**src/rtl/pipe_pkg.sv**
```systemverilog
// Shared pipeline definitions: opcodes, decoded control bundle and the bubble constant.
package pipe_pkg;

  localparam logic [5:0] ADD  = 6'b000001;
  localparam logic [5:0] SUB  = 6'b000010;
  localparam logic [5:0] ADDI = 6'b001001;
  localparam logic [5:0] LD   = 6'b100100;
  localparam logic [5:0] ST   = 6'b100101;
  localparam logic [5:0] BNE  = 6'b101000;
  localparam logic [5:0] JMP  = 6'b101101;

  typedef struct packed {
    logic [5:0] ALUmode;
    logic       RegWrite;
    logic       MEMtoReg;
    logic       MEMWrite;
    logic       MEMRead;
    logic       Branch;
    logic       is_imm;
    logic       Store_or_BNE;
  } ctrl_t;

  localparam ctrl_t CTRL_BUBBLE = '0;

endpackage

```
**src/rtl/load_use_detect.sv**
```systemverilog
// Combinational load-use hazard check between the decode slot and the EX-stage load.
module load_use_detect #(
  parameter int REG_ADDR_W = 5
) (
  input  logic                  id_valid,
  input  logic [REG_ADDR_W-1:0] id_rs1,
  input  logic [REG_ADDR_W-1:0] id_rs2,
  input  logic                  id_is_imm,
  input  logic                  id_store_or_bne,
  input  logic                  ex_valid,
  input  logic                  ex_mem_read,
  input  logic [REG_ADDR_W-1:0] ex_rd,
  output logic                  hazard
);

  logic uses_rs2;
  logic rd_match;

  // Immediate forms only read rs2 when they are stores or BNE.
  assign uses_rs2 = !id_is_imm | id_store_or_bne;
  assign rd_match = (ex_rd == id_rs1) | (uses_rs2 & (ex_rd == id_rs2));
  assign hazard   = id_valid & ex_valid & ex_mem_read & (ex_rd != '0) & rd_match;

endmodule

```
**src/rtl/id_ex_stage.sv**
```systemverilog
// ID/EX pipeline register with load-use bubble insertion, flush and stall hold.
// Optional bubble counter enabled by defining ID_EX_PERF_CNT_EN.
module id_ex_stage
  import pipe_pkg::*;
#(
  parameter int DATA_W     = 32,
  parameter int REG_ADDR_W = 5,
  parameter int PC_W       = 32
) (
  input  logic                  i_clk,
  input  logic                  i_rst_n,
  input  logic                  i_id_valid,
  input  logic [5:0]            i_ALUmode,
  input  logic                  i_RegWrite,
  input  logic                  i_MEMtoReg,
  input  logic                  i_MEMWrite,
  input  logic                  i_MEMRead,
  input  logic                  i_Branch,
  input  logic                  i_is_imm,
  input  logic                  i_Store_or_BNE,
  input  logic [REG_ADDR_W-1:0] i_rs1,
  input  logic [REG_ADDR_W-1:0] i_rs2,
  input  logic [REG_ADDR_W-1:0] i_rd,
  input  logic [DATA_W-1:0]     i_rs1_data,
  input  logic [DATA_W-1:0]     i_rs2_data,
  input  logic [DATA_W-1:0]     i_imm,
  input  logic [PC_W-1:0]       i_pc,
  input  logic                  i_stall,
  input  logic                  i_flush,
`ifdef ID_EX_PERF_CNT_EN
  input  logic                  i_cnt_clr,
  output logic [15:0]           o_bubble_cnt,
`endif
  output logic                  o_hazard_detected,
  output logic                  o_if_id_stall,
  output logic                  o_ex_valid,
  output logic [5:0]            o_ex_ALUmode,
  output logic                  o_ex_RegWrite,
  output logic                  o_ex_MEMtoReg,
  output logic                  o_ex_MEMWrite,
  output logic                  o_ex_MEMRead,
  output logic                  o_ex_Branch,
  output logic                  o_ex_is_imm,
  output logic                  o_ex_Store_or_BNE,
  output logic [REG_ADDR_W-1:0] o_ex_rs1,
  output logic [REG_ADDR_W-1:0] o_ex_rs2,
  output logic [REG_ADDR_W-1:0] o_ex_rd,
  output logic [DATA_W-1:0]     o_ex_rs1_data,
  output logic [DATA_W-1:0]     o_ex_rs2_data,
  output logic [DATA_W-1:0]     o_ex_imm,
  output logic [PC_W-1:0]       o_ex_pc
);

  ctrl_t                  id_ctrl;
  ctrl_t                  ex_ctrl;
  logic                   ex_valid;
  logic [REG_ADDR_W-1:0]  ex_rs1;
  logic [REG_ADDR_W-1:0]  ex_rs2;
  logic [REG_ADDR_W-1:0]  ex_rd;
  logic [DATA_W-1:0]      ex_rs1_data;
  logic [DATA_W-1:0]      ex_rs2_data;
  logic [DATA_W-1:0]      ex_imm;
  logic [PC_W-1:0]        ex_pc;
  logic                   hazard;
  logic                   forced_bubble;
  logic                   clear_ex;

  assign id_ctrl = '{ALUmode:      i_ALUmode,
                     RegWrite:     i_RegWrite,
                     MEMtoReg:     i_MEMtoReg,
                     MEMWrite:     i_MEMWrite,
                     MEMRead:      i_MEMRead,
                     Branch:       i_Branch,
                     is_imm:       i_is_imm,
                     Store_or_BNE: i_Store_or_BNE};

  load_use_detect #(
    .REG_ADDR_W(REG_ADDR_W)
  ) u_load_use_detect (
    .id_valid        (i_id_valid),
    .id_rs1          (i_rs1),
    .id_rs2          (i_rs2),
    .id_is_imm       (i_is_imm),
    .id_store_or_bne (i_Store_or_BNE),
    .ex_valid        (ex_valid),
    .ex_mem_read     (ex_ctrl.MEMRead),
    .ex_rd           (ex_rd),
    .hazard          (hazard)
  );

  // Flush beats stall; stall beats hazard. An empty decode slot also clears EX
  // but is not a forced bubble.
  assign forced_bubble = i_flush | (!i_stall & hazard);
  assign clear_ex      = forced_bubble | (!i_stall & !i_id_valid);

  always_ff @(posedge i_clk or negedge i_rst_n) begin
    if (!i_rst_n) begin
      ex_valid    <= 1'b0;
      ex_ctrl     <= CTRL_BUBBLE;
      ex_rs1      <= '0;
      ex_rs2      <= '0;
      ex_rd       <= '0;
      ex_rs1_data <= '0;
      ex_rs2_data <= '0;
      ex_imm      <= '0;
      ex_pc       <= '0;
    end else if (clear_ex) begin
      ex_valid    <= 1'b0;
      ex_ctrl     <= CTRL_BUBBLE;
      ex_rs1      <= '0;
      ex_rs2      <= '0;
      ex_rd       <= '0;
      ex_rs1_data <= '0;
      ex_rs2_data <= '0;
      ex_imm      <= '0;
      ex_pc       <= '0;
    end else if (!i_stall) begin
      ex_valid    <= 1'b1;
      ex_ctrl     <= id_ctrl;
      ex_rs1      <= i_rs1;
      ex_rs2      <= i_rs2;
      ex_rd       <= i_rd;
      ex_rs1_data <= i_rs1_data;
      ex_rs2_data <= i_rs2_data;
      ex_imm      <= i_imm;
      ex_pc       <= i_pc;
    end
  end

`ifdef ID_EX_PERF_CNT_EN
  logic [15:0] bubble_cnt;

  always_ff @(posedge i_clk or negedge i_rst_n) begin
    if (!i_rst_n) begin
      bubble_cnt <= '0;
    end else if (i_cnt_clr) begin
      bubble_cnt <= '0;
    end else if (forced_bubble && (bubble_cnt != '1)) begin
      bubble_cnt <= bubble_cnt + 16'd1;
    end
  end

  assign o_bubble_cnt = bubble_cnt;
`endif

  assign o_hazard_detected = hazard;
  assign o_if_id_stall     = hazard | i_stall;

  assign o_ex_valid        = ex_valid;
  assign o_ex_ALUmode      = ex_ctrl.ALUmode;
  assign o_ex_RegWrite     = ex_ctrl.RegWrite;
  assign o_ex_MEMtoReg     = ex_ctrl.MEMtoReg;
  assign o_ex_MEMWrite     = ex_ctrl.MEMWrite;
  assign o_ex_MEMRead      = ex_ctrl.MEMRead;
  assign o_ex_Branch       = ex_ctrl.Branch;
  assign o_ex_is_imm       = ex_ctrl.is_imm;
  assign o_ex_Store_or_BNE = ex_ctrl.Store_or_BNE;
  assign o_ex_rs1          = ex_rs1;
  assign o_ex_rs2          = ex_rs2;
  assign o_ex_rd           = ex_rd;
  assign o_ex_rs1_data     = ex_rs1_data;
  assign o_ex_rs2_data     = ex_rs2_data;
  assign o_ex_imm          = ex_imm;
  assign o_ex_pc           = ex_pc;

endmodule

```
**config.mk**
```make
export PLATFORM = sky130hd
export DESIGN_NAME = id_ex_stage
export DESIGN_NICKNAME = d
export VERILOG_FILES = /design/src/rtl/pipe_pkg.sv /design/src/rtl/load_use_detect.sv /design/src/rtl/id_ex_stage.sv
export SDC_FILE = /design/constraint.sdc
export NUM_CORES = 1
export LEC_CHECK = 0
export CAP_MARGIN = 25
export CORE_ASPECT_RATIO = 1.1
export CORE_MARGIN = 4
export CORE_UTILIZATION = 43
export CTS_CLUSTER_SIZE = 14
export DETAILED_ROUTE_END_ITERATION = 8
export GPL_ROUTABILITY_DRIVEN = 0
export PLACE_DENSITY_LB_ADDON = 0.05
export SLEW_MARGIN = 0
export SYNTH_ARGS = -nofsm -noshare
export SYNTH_HDL_FRONTEND = slang
export SYNTH_HIERARCHICAL = 1
export SYNTH_SLANG_ARGS = --single-unit
```
**constraint.sdc**
```tcl
create_clock -name i_clk -period 2.8 [get_ports i_clk]
set_input_delay 0.28 -clock i_clk [delete_from_list [all_inputs] [get_ports i_clk]]
set_output_delay 0.28 -clock i_clk [all_outputs]
set_load 0.05 [all_outputs]
```
==> impl_metrics.ini, run 1 <==
[run_status]
status = finished, final reports clean

[logic_synthesis]
synth_edf_count = 0
ys_seq_elements = 157
synth.avg_cell_area_sq_um = 10.4
synth_area_sq_um = 7640
synth_top_area_share_pct = 51.4
synth_cell_types = 23
synth.area.top_cells = dfrtp_1 51%, nand4bb_1 23%, a21oi_1 10%, nand2_1 7.7%, clkbuf_1 2.8%
post-synth-top-area-cell = dfrtp_1
synth_most_common_cell = a21oi_1
synth_warnings = 6
syn_inst = 737
seq_area_frac_synth_pct = 51.4
synthTopCellsByCount = 158 x a21oi_1, 157 x dfrtp_1, 157 x nand2_1, 156 x nand4bb_1, 56 x clkbuf_1
async_reset_ff_share_pct = 100
synth_flop_cell = dfrtp_1
synth_nets = 898

[clock_tree]
clk_pin_slew_ns = 0.06
tritoncts = yes
cts_max_path_buffers = 2
cts_num_sinks = 157
clock_latency_ns = 0.42
h-tree-depth = 4
cts_made_buffers = 17
cts_root_buf = clkbuf_16
postCtsSetupBuffers = 0

[grt]
grt_pass1_vias = 6844
grt-ovfl-total = 0
grt_pass1_wl_um = 37900
antenna_found_initial = 1
grt_use_total_pct = 23.7
grt_max_degree = 122

[floorplanning]
rows = 50
num_io_pins = 320
die_y_um = 148
start_util_pct = 44.3
dieArea_sq_um = 20000
coreArea_sq_um = 17300
die_w_um = 135

[critical_path]
worst-setup-path-type = flip-flop to primary output
timing.rr.start = o_ex_rd[0]$_DFFE_PN0P_
slowest_delay_ns = 0.53
r2r_slack_ns = 0.56
arrival_ns = 2.34
cp_top_family = simple AND/OR/NAND/NOR gates
crit_start = o_ex_rd[0]$_DFFE_PN0P_
worst_ep_required_time_ns = 2.52
r2r_cells = 6
rr_endpoint = o_ex_valid$_DFFE_PN0P_
crit_chain = or4_1, o2111ai_1, a21oi_4, or2_2, buf_12
path_buf_inv = 1
cp_num_cells = 5
end_kind = primary output
cp_slowest_cell = or4_1
critPathLaunchType = flip-flop
cp_max_fo = 11
endpoint = o_if_id_stall

[timing]
slew_headroom_pct = 46.9
fmax_ghz = 0.382
skew_ns = 0.00954
hold_viol_final = 0
worst_slew_pin_slew_ns = 0.797
timing.setup.tns_ns = 0
min_period_over_period_pct = 93.5
fin_crit_ns = 2.62
rsz0062_at_grt = no
setup_viol = 0
maxSlewViolCount = 0

[routing]
avgRoutedWirePerCell_um = 19.3
avgViaCountPerCell = 5.33
drt_wl_total_um = 24200
firstDrtPassIters = 4
drc = 0
ant_nets = 0
routed-via-count = 6705
drt-initial-drc-count = 507

[placement]
portBuffers = 319
dpl.hpwl_um = 15800

[power]
clkPwrFrac_pct = 40.9
p_leak_nw = 4.40
power.internal_mw = 4.27
p_per_area_nw_per_um2 = 509
power.total_mw = 5.91
p_comb_share_pct = 18.5
p_sw_mw = 1.64
vdd_drop_max_mv = 0.411
sequentialPowerShare_pct = 40.6
sw_frac_of_total_pct = 27.8

[final_layout]
nets = 1170
drive_gt1_share_pct = 5.77
area_growth_pct = 51.8
seqCellArea_sq_um = 3930
n_fill_cell = 1410
multi_input_area_sq_um = 3300

[min_path]
holdPathStages = 3
hp-class = input port to flip-flop

[flow_run]
cap_violations = 0
## worst min-delay path, cell delays in order
cell and delay, ns:
buf_4 0.22, nand4bb_1 0.13, a21oi_1 0.05
## repair_timing
item                      CTS  global route
gates resized for setup     0             0
hold endpoints to repair   55             0
hold buffers                1             0
## worst min path at each step
stage | from | endpoint | slack [ns]
after global routing | i_id_valid | o_ex_pc[31]$_DFFE_PN0P_ | 0.31
after detailed placement | i_rst_n | o_ex_ALUmode[1]$_DFFE_PN0P_ | 0.29
after floorplan | i_rst_n | o_ex_ALUmode[0]$_DFFE_PN0P_ | -0.02
after global placement | i_rst_n | o_ex_ALUmode[5]$_DFFE_PN0P_ | 0.29
after CTS | i_id_valid | o_ex_pc[31]$_DFFE_PN0P_ | 0.29
final | i_id_valid | o_ex_pc[31]$_DFFE_PN0P_ | 0.31
## registers in the layout, indices dropped and copies added (netlist names), 5 cells and up
register / cells
o_ex_rs2: 5
o_ex_ALUmode: 6
o_ex_pc: 32
o_ex_rs1: 5
o_ex_imm: 32
o_ex_rs1_data: 32
o_ex_rd: 5
o_ex_rs2_data: 32
## per-stage QoR
stage / setup slack (ns) / util (%) / instances / hold WS, ns / cell area, sq um
3_5_place_dp: 0.433 / 63.6 / 1223 / 0.295 / 11000
6_report: 0.182 / 67.2 / 1257 / 0.314 / 11600
5_1_grt: 0.0798 / 67.2 / 1257 / 0.313 / 11600
3_3_place_gp: 0.454 / 63.6 / 1223 / 0.292 / 11000
2_1_floorplan: 0.0192 / - / 737 / -0.0156 / 7650
4_1_cts: 0.168 / 67.2 / 1256 / 0.293 / 11600
## area by class of cell
class                           instances  share of cell area [%]
Sequential cell                       157                    33.9
Timing Repair Buffer                  339                    29.7
Multi-Input combinational cell        491                    28.4
Clock buffer                           19                    3.90
Tap cell                              234                    2.52
Clock inverter                         13                    1.41
Inverter                                3                  0.0970
Antenna cell                            1                  0.0216
## routing by layer
metal	track usage [%]	vias up	part of all wire (%)
met5	0	-	0
met4	8.06	0	2.0
met3	7.59	28	8.1
met2	38.3	232	49
met1	30.1	3258	41
li1	-	3187	-
## layout by cell type, fill, tap and decap left out
cell,instances
or4_1,1
clkbuf_16,17
buf_6,2
buf_4,14
dfrtp_1,157
nand2b_1,2
bufinv_16,3
o2111a_1,1
a222oi_1,1
a21oi_1,157
clkinvlp_4,2
clkinv_2,3
nand2_1,157
clkdlybuf4s50_1,313
a21oi_4,1
dlygate4sd3_1,1
clkinv_4,4
or3b_1,1
nor3_1,1
xnor2_1,2
buf_12,9
clkbuf_8,2
nand3_1,2
inv_1,3
inv_6,1
or2b_1,1
nor2_1,1
or2_2,1
o2111ai_1,1
xor2_1,5
diode_2,1
nand4bb_1,156
## cells by family (layout without fill, tap and decap cells)
kind of cell              after synthesis  after routing  synth area share [%]
AOI/OAI and AO/OA                     161            161                  10.7
xor gates and xnor gates                7              7                 0.802
buffers and inverters                  89            374                  5.55
DFF                                   157            157                  51.4
other                                   0              1                     0
and+or+nand+nor                       323            323                  31.5
## power groups by stage
stage | clock, mW | combinational, mW | sequential, mW
final | 2.42 | 1.09 | 2.40
after floorplan | 0 | 0.282 | 2.73
after CTS | 2.47 | 1.10 | 2.40
after detailed placement | 0 | 1.10 | 2.44
after global placement | 0 | 1.09 | 2.44
after global routing | 2.58 | 1.16 | 2.41
No activity file was read; power rests on OpenSTA's default activity.
==> run 2: changes to the inputs <==
--- a/config.mk
+++ b/config.mk
@@ -6,7 +6,7 @@
 export NUM_CORES = 1
 export LEC_CHECK = 0
 export CAP_MARGIN = 25
-export CORE_ASPECT_RATIO = 1.1
+export CORE_ASPECT_RATIO = 1.4
 export CORE_MARGIN = 4
 export CORE_UTILIZATION = 43
 export CTS_CLUSTER_SIZE = 14
==> impl_metrics.ini, run 2 (synthesis gave the netlist of run 1 again) <==
[timing]
slew_headroom_pct = 50.0
fmax_ghz = 0.390
hold_viol_final = 0
timing.setup.tns_ns = 0
maxSlewViolCount = 0
skew_ns = 0.0163
rsz0062_at_grt = no
min_period_over_period_pct = 91.6
fin_crit_ns = 2.56
setup_viol = 0
worst_slew_pin_slew_ns = 0.750

[floorplanning]
coreArea_sq_um = 17400
start_util_pct = 43.9
dieArea_sq_um = 20000
die_w_um = 121
num_io_pins = 320
rows = 57
die_y_um = 166

[power]
sequentialPowerShare_pct = 40.5
power.total_mw = 5.91
power.internal_mw = 4.31
p_per_area_nw_per_um2 = 509
vdd_drop_max_mv = 0.365
p_sw_mw = 1.60
clkPwrFrac_pct = 40.9
p_leak_nw = 4.39
sw_frac_of_total_pct = 27.0
p_comb_share_pct = 18.6

[critical_path]
slowest_delay_ns = 0.38
end_kind = primary output
worst-setup-path-type = flip-flop to primary output
arrival_ns = 2.28
r2r_cells = 6
rr_endpoint = o_ex_valid$_DFFE_PN0P_
timing.rr.start = o_ex_rd[2]$_DFFE_PN0P_
cp_max_fo = 82
r2r_slack_ns = 0.61
worst_ep_required_time_ns = 2.52
crit_chain = buf_4, xor2_1, nor3_1, nand3_1, a21oi_4, buf_12, buf_12
cp_slowest_cell = dfrtp_1
critPathLaunchType = flip-flop
cpMostUsedCell = buf_12

[clock_tree]
h-tree-depth = 4
cts_max_path_buffers = 2
cts_num_sinks = 157
cts_resized = 0
tritoncts = yes
postCtsSetupBuffers = 0
clock_latency_ns = 0.42
clk_pin_slew_ns = 0.06
cts_root_buf = clkbuf_16
cts_made_buffers = 17

[routing]
drt_wl_total_um = 24200
firstDrtPassIters = 7
drc = 0
avgViaCountPerCell = 5.37
avgRoutedWirePerCell_um = 19.3
routed-via-count = 6748
ant_nets = 0
drt-initial-drc-count = 606

[final_layout]
area_growth_pct = 51.9
layout_commonest_cell = clkdlybuf4s50_1
layout_common_cells = 313 x clkdlybuf4s50_1, 157 x nand2_1, 157 x a21oi_1, 157 x dfrtp_1, 156 x nand4bb_1
drive_gt1_share_pct = 5.30
seqCellArea_sq_um = 3930
nets = 1167
multi_input_area_sq_um = 3300
fin_util_pct = 66.7
n_fill_cell = 1463

[run_status]
status = finished, final reports clean

[flow_run]
cap_violations = 0

[min_path]
worstHoldEndpoint = o_ex_rs2[0]$_DFFE_PN0P_
min_from = i_stall
holdPathStages = 3
hp-class = input port to flip-flop

[grt]
antenna_found_initial = 2
grt_use_total_pct = 23.8
grt-ovfl-total = 0
grt_pass1_wl_um = 38100
grt_pass1_vias = 6907
grt_max_degree = 158

[placement]
dpl.hpwl_um = 15500
portBuffers = 319
[run 2: changes by cell type in the layout (fill, tap and decap cells not counted), sizes merged]
cell      delta
clkinv       -6
clkinvlp     +2
clkbuf       +3
buf          -3
diode        +1
[run 2: critical path: cells and delay by family (launching register included)]
family                 cells  cell delay (ns)
buffers and inverters      3             0.66
flip-flops                 1             0.38
AO/OA/AOI/OAI              1             0.30
AND/OR/NAND/NOR            2             0.37
XOR/XNOR                   1             0.16
[run 2: per-stage QoR]
step / area (sq um) / hold WS, ns / worst slack [ns] / std cells
6_report: 11600 / 0.372 / 0.236 / 1256
2_1_floorplan: 7650 / -0.0156 / 0.0192 / 737
3_3_place_gp: 11000 / 0.269 / 0.447 / 1222
3_5_place_dp: 11000 / 0.270 / 0.467 / 1222
4_1_cts: 11600 / 0.366 / 0.216 / 1254
5_1_grt: 11600 / 0.408 / 0.113 / 1256
[run 2: per-layer routing]
| layer | share of wire (%) | wire length (um) | vias up | global-route usage (%) |
|---|---|---|---|---|
| li1 | - | - | 3189 | - |
| met1 | 40 | 9660 | 3304 | 28.9 |
| met2 | 50 | 12200 | 228 | 39.4 |
| met3 | 7.6 | 1830 | 27 | 8.14 |
| met4 | 2.0 | 495 | 0 | 8.28 |
| met5 | 0 | 0 | - | 0 |
[run 2: repair_timing]
item / in CTS / in global routing
hold endpoints to repair: 48 / 0
endpoints found under the setup margin: 0 / 0
hold buffers: 1 / 0
[run 2: power by group through the flow]
stage                     clock network, mW  logic, mW  registers, mW
after global routing                   2.56       1.17           2.41
after global placement                    0       1.10           2.44
after detailed placement                  0       1.10           2.44
final                                  2.42       1.10           2.40
after CTS                              2.46       1.11           2.40
after floorplan                           0      0.282           2.73
[run 2: worst max-delay path by stage]
stage | cells after the start | slack [ns] | startpoint | end
global route | 6 | 0.11 | o_ex_rd[2]$_DFFE_PN0P_ | o_hazard_detected
floorplan | 7 | 0.02 | o_ex_rd[2]$_DFFE_PN0P_ | o_if_id_stall
CTS | 7 | 0.22 | o_ex_rd[3]$_DFFE_PN0P_ | o_hazard_detected
detailed placement | 7 | 0.47 | i_rs1[3] | o_hazard_detected
global placement | 7 | 0.45 | i_rs1[3] | o_hazard_detected
finish | 7 | 0.24 | o_ex_rd[3]$_DFFE_PN0P_ | o_hazard_detected
[run 2: cell type report]
cell class	instances	area share, %
Clock inverter	9	1.15
Multi-Input combinational cell	491	28.4
Antenna cell	2	0.0431
Tap cell	236	2.54
Sequential cell	157	33.8
Clock buffer	22	4.17
Timing Repair Buffer	336	29.7
Inverter	3	0.0970
